File: src/rtl/mips_dev_arbiter.sv
// Two-master arbiter for the CPU-side device bridge (DM, TC0, TC1).
// Grants one master per cycle, blanks unmapped writes and returns read data one cycle later.
module mips_dev_arbiter #(
  parameter bit          FIXED_PRIO = 1'b0,
  parameter int unsigned STARVE_MAX = 8
) (
  input  logic        clk,
  input  logic        reset,
  input  logic        m0_req,
  input  logic [31:0] m0_addr,
  input  logic [31:0] m0_wd,
  input  logic [3:0]  m0_byteen,
  output logic        m0_gnt,
  output logic        m0_rvalid,
  output logic [31:0] m0_rd,
  output logic        m0_err,
  input  logic        m1_req,
  input  logic [31:0] m1_addr,
  input  logic [31:0] m1_wd,
  input  logic [3:0]  m1_byteen,
  output logic        m1_gnt,
  output logic        m1_rvalid,
  output logic [31:0] m1_rd,
  output logic        m1_err,
  output logic [31:0] bus_addr,
  output logic [31:0] bus_wd,
  output logic [3:0]  bus_byteen,
  input  logic [31:0] bus_rd
);

  localparam logic [7:0] STARVE_LIM = 8'(STARVE_MAX);

  logic        last_m1;
  logic [7:0]  starve_cnt;
  logic        any_gnt;
  logic [31:0] sel_addr;
  logic [31:0] sel_wd;
  logic [3:0]  sel_byteen;
  logic        mapped;
  logic [31:0] rd_data;

  always_comb begin
    m0_gnt = 1'b0;
    m1_gnt = 1'b0;
    if (m0_req && m1_req) begin
      if (FIXED_PRIO) begin
        if (starve_cnt == STARVE_LIM) m1_gnt = 1'b1;
        else                          m0_gnt = 1'b1;
      end else begin
        // last_m1 set means m1 was granted most recently, so m0 takes the tie
        if (last_m1) m0_gnt = 1'b1;
        else         m1_gnt = 1'b1;
      end
    end else begin
      m0_gnt = m0_req;
      m1_gnt = m1_req;
    end
  end

  assign any_gnt    = m0_gnt | m1_gnt;
  assign sel_addr   = m1_gnt ? m1_addr   : m0_addr;
  assign sel_wd     = m1_gnt ? m1_wd     : m0_wd;
  assign sel_byteen = m1_gnt ? m1_byteen : m0_byteen;

  assign mapped = (sel_addr <= 32'h0000_2FFF) ||
                  (sel_addr >= 32'h0000_7F00 && sel_addr <= 32'h0000_7F0B) ||
                  (sel_addr >= 32'h0000_7F10 && sel_addr <= 32'h0000_7F1B);

  // Unmapped accesses keep the address visible but can never write
  assign bus_addr   = any_gnt ? sel_addr : 32'h0;
  assign bus_wd     = (any_gnt && mapped) ? sel_wd     : 32'h0;
  assign bus_byteen = (any_gnt && mapped) ? sel_byteen : 4'h0;
  assign rd_data    = mapped ? bus_rd : 32'h0;

  always_ff @(posedge clk or posedge reset) begin
    if (reset) begin
      last_m1    <= 1'b1;
      starve_cnt <= 8'd0;
    end else begin
      if (any_gnt) last_m1 <= m1_gnt;
      if (!FIXED_PRIO || !m1_req || m1_gnt) starve_cnt <= 8'd0;
      else if (starve_cnt != STARVE_LIM)    starve_cnt <= starve_cnt + 8'd1;
    end
  end

  always_ff @(posedge clk or posedge reset) begin
    if (reset) begin
      m0_rvalid <= 1'b0;
      m1_rvalid <= 1'b0;
      m0_err    <= 1'b0;
      m1_err    <= 1'b0;
      m0_rd     <= 32'h0;
      m1_rd     <= 32'h0;
    end else begin
      m0_rvalid <= m0_gnt;
      m1_rvalid <= m1_gnt;
      m0_err    <= m0_gnt & ~mapped;
      m1_err    <= m1_gnt & ~mapped;
      if (m0_gnt) m0_rd <= rd_data;
      if (m1_gnt) m1_rd <= rd_data;
    end
  end

endmodule
File: config.mk
export PLATFORM = sky130hd
export DESIGN_NAME = mips_dev_arbiter
export DESIGN_NICKNAME = d
export VERILOG_FILES = /design/src/rtl/mips_dev_arbiter.sv
export SDC_FILE = /design/constraint.sdc
export NUM_CORES = 1
export LEC_CHECK = 0
export CAP_MARGIN = 15
export CORE_MARGIN = 1
export CORE_UTILIZATION = 33
export CTS_CLUSTER_DIAMETER = 120
export CTS_CLUSTER_SIZE = 16
export DETAILED_ROUTE_END_ITERATION = 12
export PLACE_DENSITY_LB_ADDON = 0.1
export SLEW_MARGIN = 10
export SYNTH_ARGS = -nofsm -noshare
export SYNTH_HDL_FRONTEND = slang
export SYNTH_SLANG_ARGS = --single-unit
File: constraint.sdc
create_clock -name clk -period 2 [get_ports clk]
set_input_delay 0.2 -clock clk [delete_from_list [all_inputs] [get_ports clk]]
set_output_delay 0.2 -clock clk [all_outputs]
set_load 0.01 [all_outputs]
# Word level (Yosys, flattened, before mapping)
# Index checks and enable logic that the tools add are counted.
[word_totals]
output_inout_bits = 138
regBits = 69
[classes]
n_lt_le_gt_ge = 5
n_bitwise = 4
reduce_logical = 6
muxes = 11
[ops]
columns = ["op", "n"]
rows = [
  ["32-bit two-way mux", 5],
  ["32-bit by 15-bit greater-or-equal comparator with 1-bit output, second input constant", 2],
  ["32-bit by 15-bit <= comparator with 1-bit output, second input constant", 2],
  ["32-bit by 14-bit <= comparator with 1-bit output, second input constant", 1],
  ["4-bit two-way mux", 2],
  ["1-bit logical AND", 4],
  ["1-bit two-way mux", 4],
  ["1-bit bitwise AND", 2],
  ["1-bit logical OR", 2],
  ["1-bit inverter", 1],
  ["1-bit OR", 1],
]

# Logic depth before layout (Yosys ltp)
# Gate-level depths: netlist of the first run.
[logic_depth]
depth_word = 9
depth_mapped = 7
depth_no_buf = 5

# Worst setup path after synthesis of the first run
# Ideal clock, no wire load.
[synth_path]
path_kind = "register -> output"
from = "reg last_m1"
to = "out bus_wd[2]"
t_required_ns = 1.800
t_arrival_ns = 1.887
setup_slack_ns = -0.087
stages_incl_launch_ff = 7
cell_sequence = "dfstp_2 > a21bo_4 > inv_2 > nor4b_2 > a221oi_4 > buf_2 > a2111oi_2"
[synth_via]
elab_chain_cells = 9
[synth_rtl]
columns = ["element", "line", "rtl"]
rows = [
  ["start, declared", "33", "logic last_m1;"],
  ["start signal, assigned", "80", "if (any_gnt) last_m1 <= m1_gnt;"],
  ["1-bit two-way mux", "51", "if (last_m1) m0_gnt = 1'b1;"],
  ["1-bit two-way mux", "45", "if (m0_req && m1_req) begin"],
  ["32-bit two-way mux", "61", "assign sel_addr = m1_gnt ? m1_addr : m0_addr;"],
  ["32-bit by 15-bit greater-or-equal comparator with 1-bit output / 32-bit by 15-bit <= comparator with 1-bit output (equally long branches)", "66", "(sel_addr >= 32'h0000_7F00 && sel_addr <= 32'h0000_7F0B) ||"],
  ["1-bit logical AND", "66", ""],
  ["1-bit logical OR", "65", "assign mapped = (sel_addr <= 32'h0000_2FFF) ||"],
  ["1-bit logical OR", "66", ""],
  ["1-bit logical AND", "71", "assign bus_wd = (any_gnt && mapped) ? sel_wd : 32'h0;"],
  ["32-bit two-way mux *", "71", ""],
  ["end, declared", "26", "output logic [31:0] bus_wd,"],
]
# Every way passes the cells marked *; elsewhere a longest branch is shown, timed or not.

# Worst setup path in the final report of the first run
[layout_path]
from = "reg last_m1"
to = "out bus_wd[12]"
# The elaborated chain is that of the path after synthesis.

==> results.ini, run 1 <==
[clock_tree]
clkSinkCount=69
cts_tree=built
htreeDepth=3
clockRootBuffer=clkbuf_16
clock_path_buffers=2
clk-insertion-delay-late_ns=0.32
cts_buffers=9
cts.clk_slew.worst_paths_ns=0.05
holdBufCountCts=0

[yosys]
syn_inst=557
synth_area_mm2=0.004589
synth.largest_area_cell=dfrtp_1
synth_top_cell_area_share=0.3708
ys_types=29
yosysSeqAreaShare=0.3765
ys_top_cells_by_area=dfrtp_1 (37%), nand2_1 (22%), o31ai_1 (10%)
syn-num-nets=729
yosys_warnings=0
ys_seq_elements=69
syn_area_per_cell_um2=8.240

[placement]
routabilityCongestion=0.8901
dp_slack_ns=-0.9826
hpwlAfterDp_um=13670
io_buffers=309

[floorplan]
dieArea_mm2=0.01438
start_util=0.3425
fp.dieW_um=119.9
num_rows=42
fp.dieH_um=119.9
core_mm2=0.01340
ioPinCount=310

[worst_setup_path]
setup.worst_path.start_class=flip-flop
cp_max_fo=8
reg2reg_slack_ns=-0.34
worst_r2r_endpoint=m1_rd[0]
crit_arrival_ns=2.40
setup.worst_path.end_class=output port
reg2reg_from=last_m1
path_class=reg2out
worstRegToRegCells=8
critPathRequiredTime_ns=1.80

[sta]
period_share=1.299
fmax_mhz=385.0
rsz0062_at_grt=true
finalSetupTns_ns=-40.07
drv_slew=0
fin_skew_ns=0.003031
period_minus_slack_ns=2.597
tightest_slew_ns=0.5031
hold_viol=0
fin_ws_ns=-0.5973
setup_viol=103
relSlewSlack=0.6646
hold_ws_ns=0.2128

[routing]
dr.pass1.iters=5
ant_nets=0
drcViolationCount=0
routed_wl_um=19120
viasPerCell=5.189
vias=5469
drt_iter0_drc=400
wl_per_cell_um=18.14

[global_route]
grt_pass1_wl_um=29410
grt_antenna_before_repair=0
grt-ovfl-total=0
globalRouteMet3Util=0.07367
grtUsageMet1=0.3045
met2_usage=0.4486
grt_max_degree=65
top_usage_layer=met2
grt_pass1_vias=5601
grt_usage=0.2590

[cells_and_area]
fin_util=0.6446
num-nets-final=1047
syn_to_final_growth_pct=88.22
fillers=1151
seq_area_mm2=0.001728
multiInputGateArea_mm2=0.002945
layout-drive-gt1-share=0.2107
insertedDiodeCount=0

[flow_run]
cap_violations=0

[hold_path]
hold_class=in2async

[pwr]
ir_drop_uv=406.8
power.density_mw_per_mm2=494.5
p_leak_nw=3.416

[status]
outcome=finished, violations left
violations=setup timing

## repair_timing
item / in CTS / in global routing
gates resized for setup: 259 / 24
endpoints found under the setup margin: 133 / 123
buffers inserted: 12 / 8
gates cloned: 4 / 2
pin swaps: 11 / 20
hold endpoints to repair: 0 / 0
## metrics by stage
| stage | std cells | power, mW | cell area, um2 |
|---|---|---|---|
| CTS | 1051 | 4.337 | 8701 |
| floorplan | 557 | 1.986 | 4906 |
| global placement | 1024 | 2.645 | 8309 |
| detailed placement | 1024 | 2.662 | 8309 |
| finish | 1054 | 4.271 | 8638 |
| global route | 1054 | 4.460 | 8638 |
## synth_stat cells
| master | number |
|---|---|
| a2111oi_4 | 12 |
| a221oi_4 | 1 |
| dfrtp_1 | 68 |
| o31ai_1 | 64 |
| dfstp_2 | 1 |
| nor2_1 | 5 |
| nor4b_2 | 2 |
| mux2i_1 | 1 |
| buf_1 | 6 |
| a2111oi_2 | 24 |
| buf_6 | 5 |
| a22oi_1 | 1 |
| nor4_1 | 6 |
| nand2_1 | 264 |
| a221o_1 | 1 |
| nand4b_1 | 2 |
| nor3_1 | 2 |
| o21ai_1 | 1 |
| a22o_1 | 1 |
| inv_1 | 3 |
| a21oi_1 | 34 |
| a211oi_1 | 2 |
| clkbuf_1 | 28 |
| inv_2 | 1 |
| nand4_1 | 2 |
| o2111ai_1 | 2 |
| a21bo_4 | 1 |
| buf_2 | 16 |
| buf_4 | 1 |
## critical path: stages (launching register included)
cell and delay [ns]:
dfstp_2 0.53, a21bo_4 0.17, buf_6 0.12, nand4_1 0.13, a22o_4 0.38, buf_12 0.18
buf_12 0.13, a2111oi_4 0.25, buf_2 0.18
## state kept, by name, summed over array words and instances (netlist names)
register and flops:
last_m1 1, m1_rd 32, m1_rvalid 1, m0_rd 32, m0_err 1, m1_err 1, m0_rvalid 1
## worst max-delay path by stage
stage	from	endpoint	slack [ns]	depth (start not counted)
2_1_floorplan	last_m1	bus_addr[10]	0.05	6
3_3_place_gp	m1_addr[29]	bus_byteen[3]	-0.94	8
3_5_place_dp	m1_addr[29]	bus_wd[18]	-0.98	8
4_1_cts	last_m1	bus_byteen[3]	-0.68	8
5_1_grt	last_m1	bus_wd[21]	-0.70	9
6_report	last_m1	bus_wd[12]	-0.60	8
## layout make-up
| cell class | count | area share |
|---|---|---|
| clock inverters | 1 | 0.003476 |
| well taps | 176 | 0.02549 |
| repair buffers | 363 | 0.3964 |
| multi-input cells | 428 | 0.3410 |
| flip-flops and latches | 69 | 0.2000 |
| inverters | 4 | 0.002317 |
| clock buffers | 13 | 0.03129 |
## routing by layer
metal	vias to the layer above	part of all wire	wire, um
met2	251	0.52	9863
li1	2580	-	-
met1	2603	0.38	7253
met4	0	0.028	537
met3	35	0.076	1461
met5	-	0	0
## report_power, final
group	switching (mW)	internal, mW	total, mW
sequential	0.00384	1.41	1.41
clock	0.534	1.05	1.59
combinational	0.674	0.596	1.27
total	1.21	3.06	4.27
## cell usage in the layout (no fill, tap or decap), types with 2 or more instances in the layout
master | Yosys | routed
nand2_1 | 264 | 263
nor4_1 | 6 | 4
dfrtp_1 | 68 | 68
inv_1 | 3 | 2
clkbuf_8 | 0 | 3
clkdlybuf4s50_1 | 0 | 243
nor3_1 | 2 | 2
buf_8 | 0 | 2
a21oi_2 | 0 | 2
a211oi_1 | 2 | 2
clkbuf_16 | 0 | 12
buf_16 | 0 | 3
buf_6 | 5 | 10
a2111oi_4 | 12 | 36
buf_12 | 0 | 7
o31ai_1 | 64 | 64
clkbuf_2 | 0 | 14
buf_4 | 1 | 29
a21oi_1 | 34 | 32
nor2_1 | 5 | 4
nor4_2 | 0 | 2
nand4b_1 | 2 | 2
nand4_1 | 2 | 2
buf_2 | 16 | 51
## logic make-up (layout without fill, tap and decap cells)
family / count (synthesis) / after routing / synth area share
mux: 1 / 1 / 0.002181
buf+inv: 60 / 381 / 0.06243
flops: 69 / 69 / 0.3765
compound gates: 144 / 144 / 0.3154
simple gates: 283 / 283 / 0.2435
No activity file was read; power rests on OpenSTA's default activity.
==> run 2, diff against run 1 <==
--- a/config.mk
+++ b/config.mk
@@ -6,11 +6,11 @@
 export NUM_CORES = 1
 export LEC_CHECK = 0
 export CAP_MARGIN = 15
-export CORE_MARGIN = 1
-export CORE_UTILIZATION = 33
+export CORE_AREA = 2 2 120 122
 export CTS_CLUSTER_DIAMETER = 120
 export CTS_CLUSTER_SIZE = 16
 export DETAILED_ROUTE_END_ITERATION = 12
+export DIE_AREA = 0 0 122 124
 export PLACE_DENSITY_LB_ADDON = 0.1
 export SLEW_MARGIN = 10
 export SYNTH_ARGS = -nofsm -noshare
==> constraint.sdc (replaced) <==
create_clock -name clk -period 2.4 [get_ports clk]
set_input_delay 0.24 -clock clk [delete_from_list [all_inputs] [get_ports clk]]
set_output_delay 0.24 -clock clk [all_outputs]
set_load 0.01 [all_outputs]
==> results.ini, run 2 (same netlist as run 1, synthesis figures left out) <==
[placement]
placed_cells=1036  ; +1.2%
routabilityCongestion=0.8422  ; -5.4%
hpwlAfterDp_um=14550  ; +6.5%
io_buffers=309  ; unchanged
dpl_cell_area_mm2=0.008073  ; -2.8%

[pwr]
p_leak_nw=3.706  ; +8.5%
power.density_mw_per_mm2=416.6  ; -16%
ir_drop_uv=373.4  ; -8.2%

[worst_setup_path]
cp_slowest_cell=dfstp_2
setup.worst_path.start_class=flip-flop
crit_chain=a21bo_4 > clkinv_4 > buf_6 > nor4b_4 > a221oi_4 > buf_12 > buf_16 > a2111oi_4 > buf_2
critPathMaxStageDelay_ns=0.55  ; +0.02 ns
path_class=reg2out
reg2reg_from=last_m1
crit_arrival_ns=2.47  ; +0.07 ns
cp_max_fo=8  ; unchanged
worstRegToRegCells=10  ; +2
path_depth=9  ; +1
worst_r2r_endpoint=m1_rd[0]
reg2reg_slack_ns=0.02  ; +0.36 ns
critPathLaunch=last_m1
crit_path_end=bus_wd[25]
path_buf_inv=5  ; +1
setup.worst_path.end_class=output port
crit_family=buffers and inverters
critPathRequiredTime_ns=2.16  ; +0.36 ns

[routing]
vias=5559  ; +1.6%
drt_iter0_drc=450  ; +13%
wl_per_cell_um=19.09  ; +5.3%
ant_nets=0  ; unchanged
viasPerCell=5.195  ; +0.13%
routed_wl_um=20430  ; +6.9%
dr.pass1.iters=5  ; unchanged
drcViolationCount=0  ; unchanged

[global_route]
grt_usage=0.2508  ; -0.008230
grt_antenna_before_repair=0  ; unchanged
grt_pass1_wl_um=29720  ; +1.0%
grt_pass1_vias=5513  ; -1.6%
grt-ovfl-total=0  ; unchanged
grt_max_degree=65  ; unchanged

[hold_path]
hold_class=in2async

[cells_and_area]
largestRegisters=m0_rd x32, m1_rd x32
final_cells=1070  ; +1.5%
layout_commonest_cell=nand2_1
insertedDiodeCount=0  ; unchanged
num-nets-final=1057  ; +0.96%
final_cell_mix=nand2_1 (264), clkdlybuf4s50_1 (249), dfrtp_1 (68)
syn_to_final_growth_pct=95.04
layout-drive-gt1-share=0.1876  ; -0.02307
stdcell_area_mm2=0.008951  ; +3.6%

[floorplan]
start_util=0.3345  ; -0.007965
core_mm2=0.01372  ; +2.4%
num_rows=43  ; +2.4%
dieArea_mm2=0.01513  ; +5.2%
fp.dieW_um=122  ; +1.7%
fp.dieH_um=124  ; +3.4%
ioPinCount=310  ; unchanged

[sta]
rsz0062_at_grt=true
fin_ws_ns=-0.3056  ; +0.2918 ns
setup_viol=43  ; -58%
drv_slew=0  ; unchanged
fmax_mhz=369.6
relSlewSlack=0.5429  ; -0.1217
period_minus_slack_ns=2.706
hold_viol=0  ; unchanged
hold_ws_ns=0.2408  ; +0.02796 ns
tightest_slew_ns=0.6856  ; +0.1825 ns
fin_skew_ns=0.006094  ; +0.003063 ns
period_share=1.127
finalSetupTns_ns=-9.995  ; +30.07 ns

[clock_tree]
htreeDepth=3  ; unchanged
clkSinkCount=69  ; unchanged
cts_tree=built
clockRootBuffer=clkbuf_16
holdBufCountCts=0  ; unchanged
clock_path_buffers=2  ; unchanged
clk-insertion-delay-late_ns=0.32  ; about the same
cts.clk_slew.worst_paths_ns=0.06  ; about the same
cts_buffers=9  ; unchanged

[status]
violations=setup timing
outcome=finished, violations left

[flow_run]
cap_violations=0  ; unchanged

[run 2: report_power, final]
group / internal (mW) / switching, mW / leakage (nW)
Clock: 0.914 / 0.491 / 0.146
Sequential: 1.17 / 0.00382 / 0.954
Combinational: 0.566 / 0.580 / 2.60
[run 2: area by class of cell]
cell class	count	area [um2]
fill	1149	4768
timing repair buffer	373	3755
multi-input combinational	428	2907
sequential	69	1728
clock buffer	11	232.7
tap	180	225.2
clock inverter	5	83.83
inverter	4	20.02
[run 2: how the worst min path moves through the flow]
stage	start	end	slack (ns)
after floorplan	m0_req	last_m1	0.29
after global placement	m1_rd[13]	m1_rd[13]	0.46
after detailed placement	m1_rd[5]	m1_rd[5]	0.46
after CTS	reset	m0_rvalid	0.24
after global routing	reset	m0_rvalid	0.28
final	reset	m0_rvalid	0.24
[run 2: what timing repair did]
item / 4_1_cts / 5_1_grt
gates resized for setup: 198 / 40
buffers inserted: 6 / 5
pin swaps: 7 / 9
cloned: 3 / 4
endpoints found under the setup margin: 129 / 102
[run 2: worst register-to-register path: stages (launching register included)]
cell and delay, ns:
dfstp_2 0.55, a21bo_4 0.16, clkinv_4 0.05, buf_6 0.12
nor4b_4 0.30, a221oi_4 0.12, buf_12 0.17, buf_6 0.12
buf_4 0.13, buf_12 0.18, o31ai_1 0.38
[run 2: routing by layer]
layer  GRT usage  vias to the layer above  share of wire
li1            -                     2610              -
met2      0.4434                      247           0.53
met1      0.3050                     2666           0.39
met4     0.07759                        0          0.022
met3     0.05495                       36          0.063
met5           0                        -              0
[run 2: through the flow]
step	power, mW	util	worst slack [ns]
after global routing	3.888	0.6524	-0.4054
after detailed placement	2.198	0.5884	-0.7040
after global placement	2.184	0.5884	-0.6915
after floorplan	1.611	-	0.2726
after CTS	3.694	0.6302	-0.3224
final	3.729	0.6524	-0.3056
==> run 3, diff against run 2 <==
--- a/config.mk
+++ b/config.mk
@@ -8,7 +8,6 @@
 export CAP_MARGIN = 15
 export CORE_AREA = 2 2 120 122
 export CTS_CLUSTER_DIAMETER = 120
-export CTS_CLUSTER_SIZE = 16
 export DETAILED_ROUTE_END_ITERATION = 12
 export DIE_AREA = 0 0 122 124
 export PLACE_DENSITY_LB_ADDON = 0.1
==> results of run 3 <==
The final DEF is identical to that of run 2; final timing and power are the same.
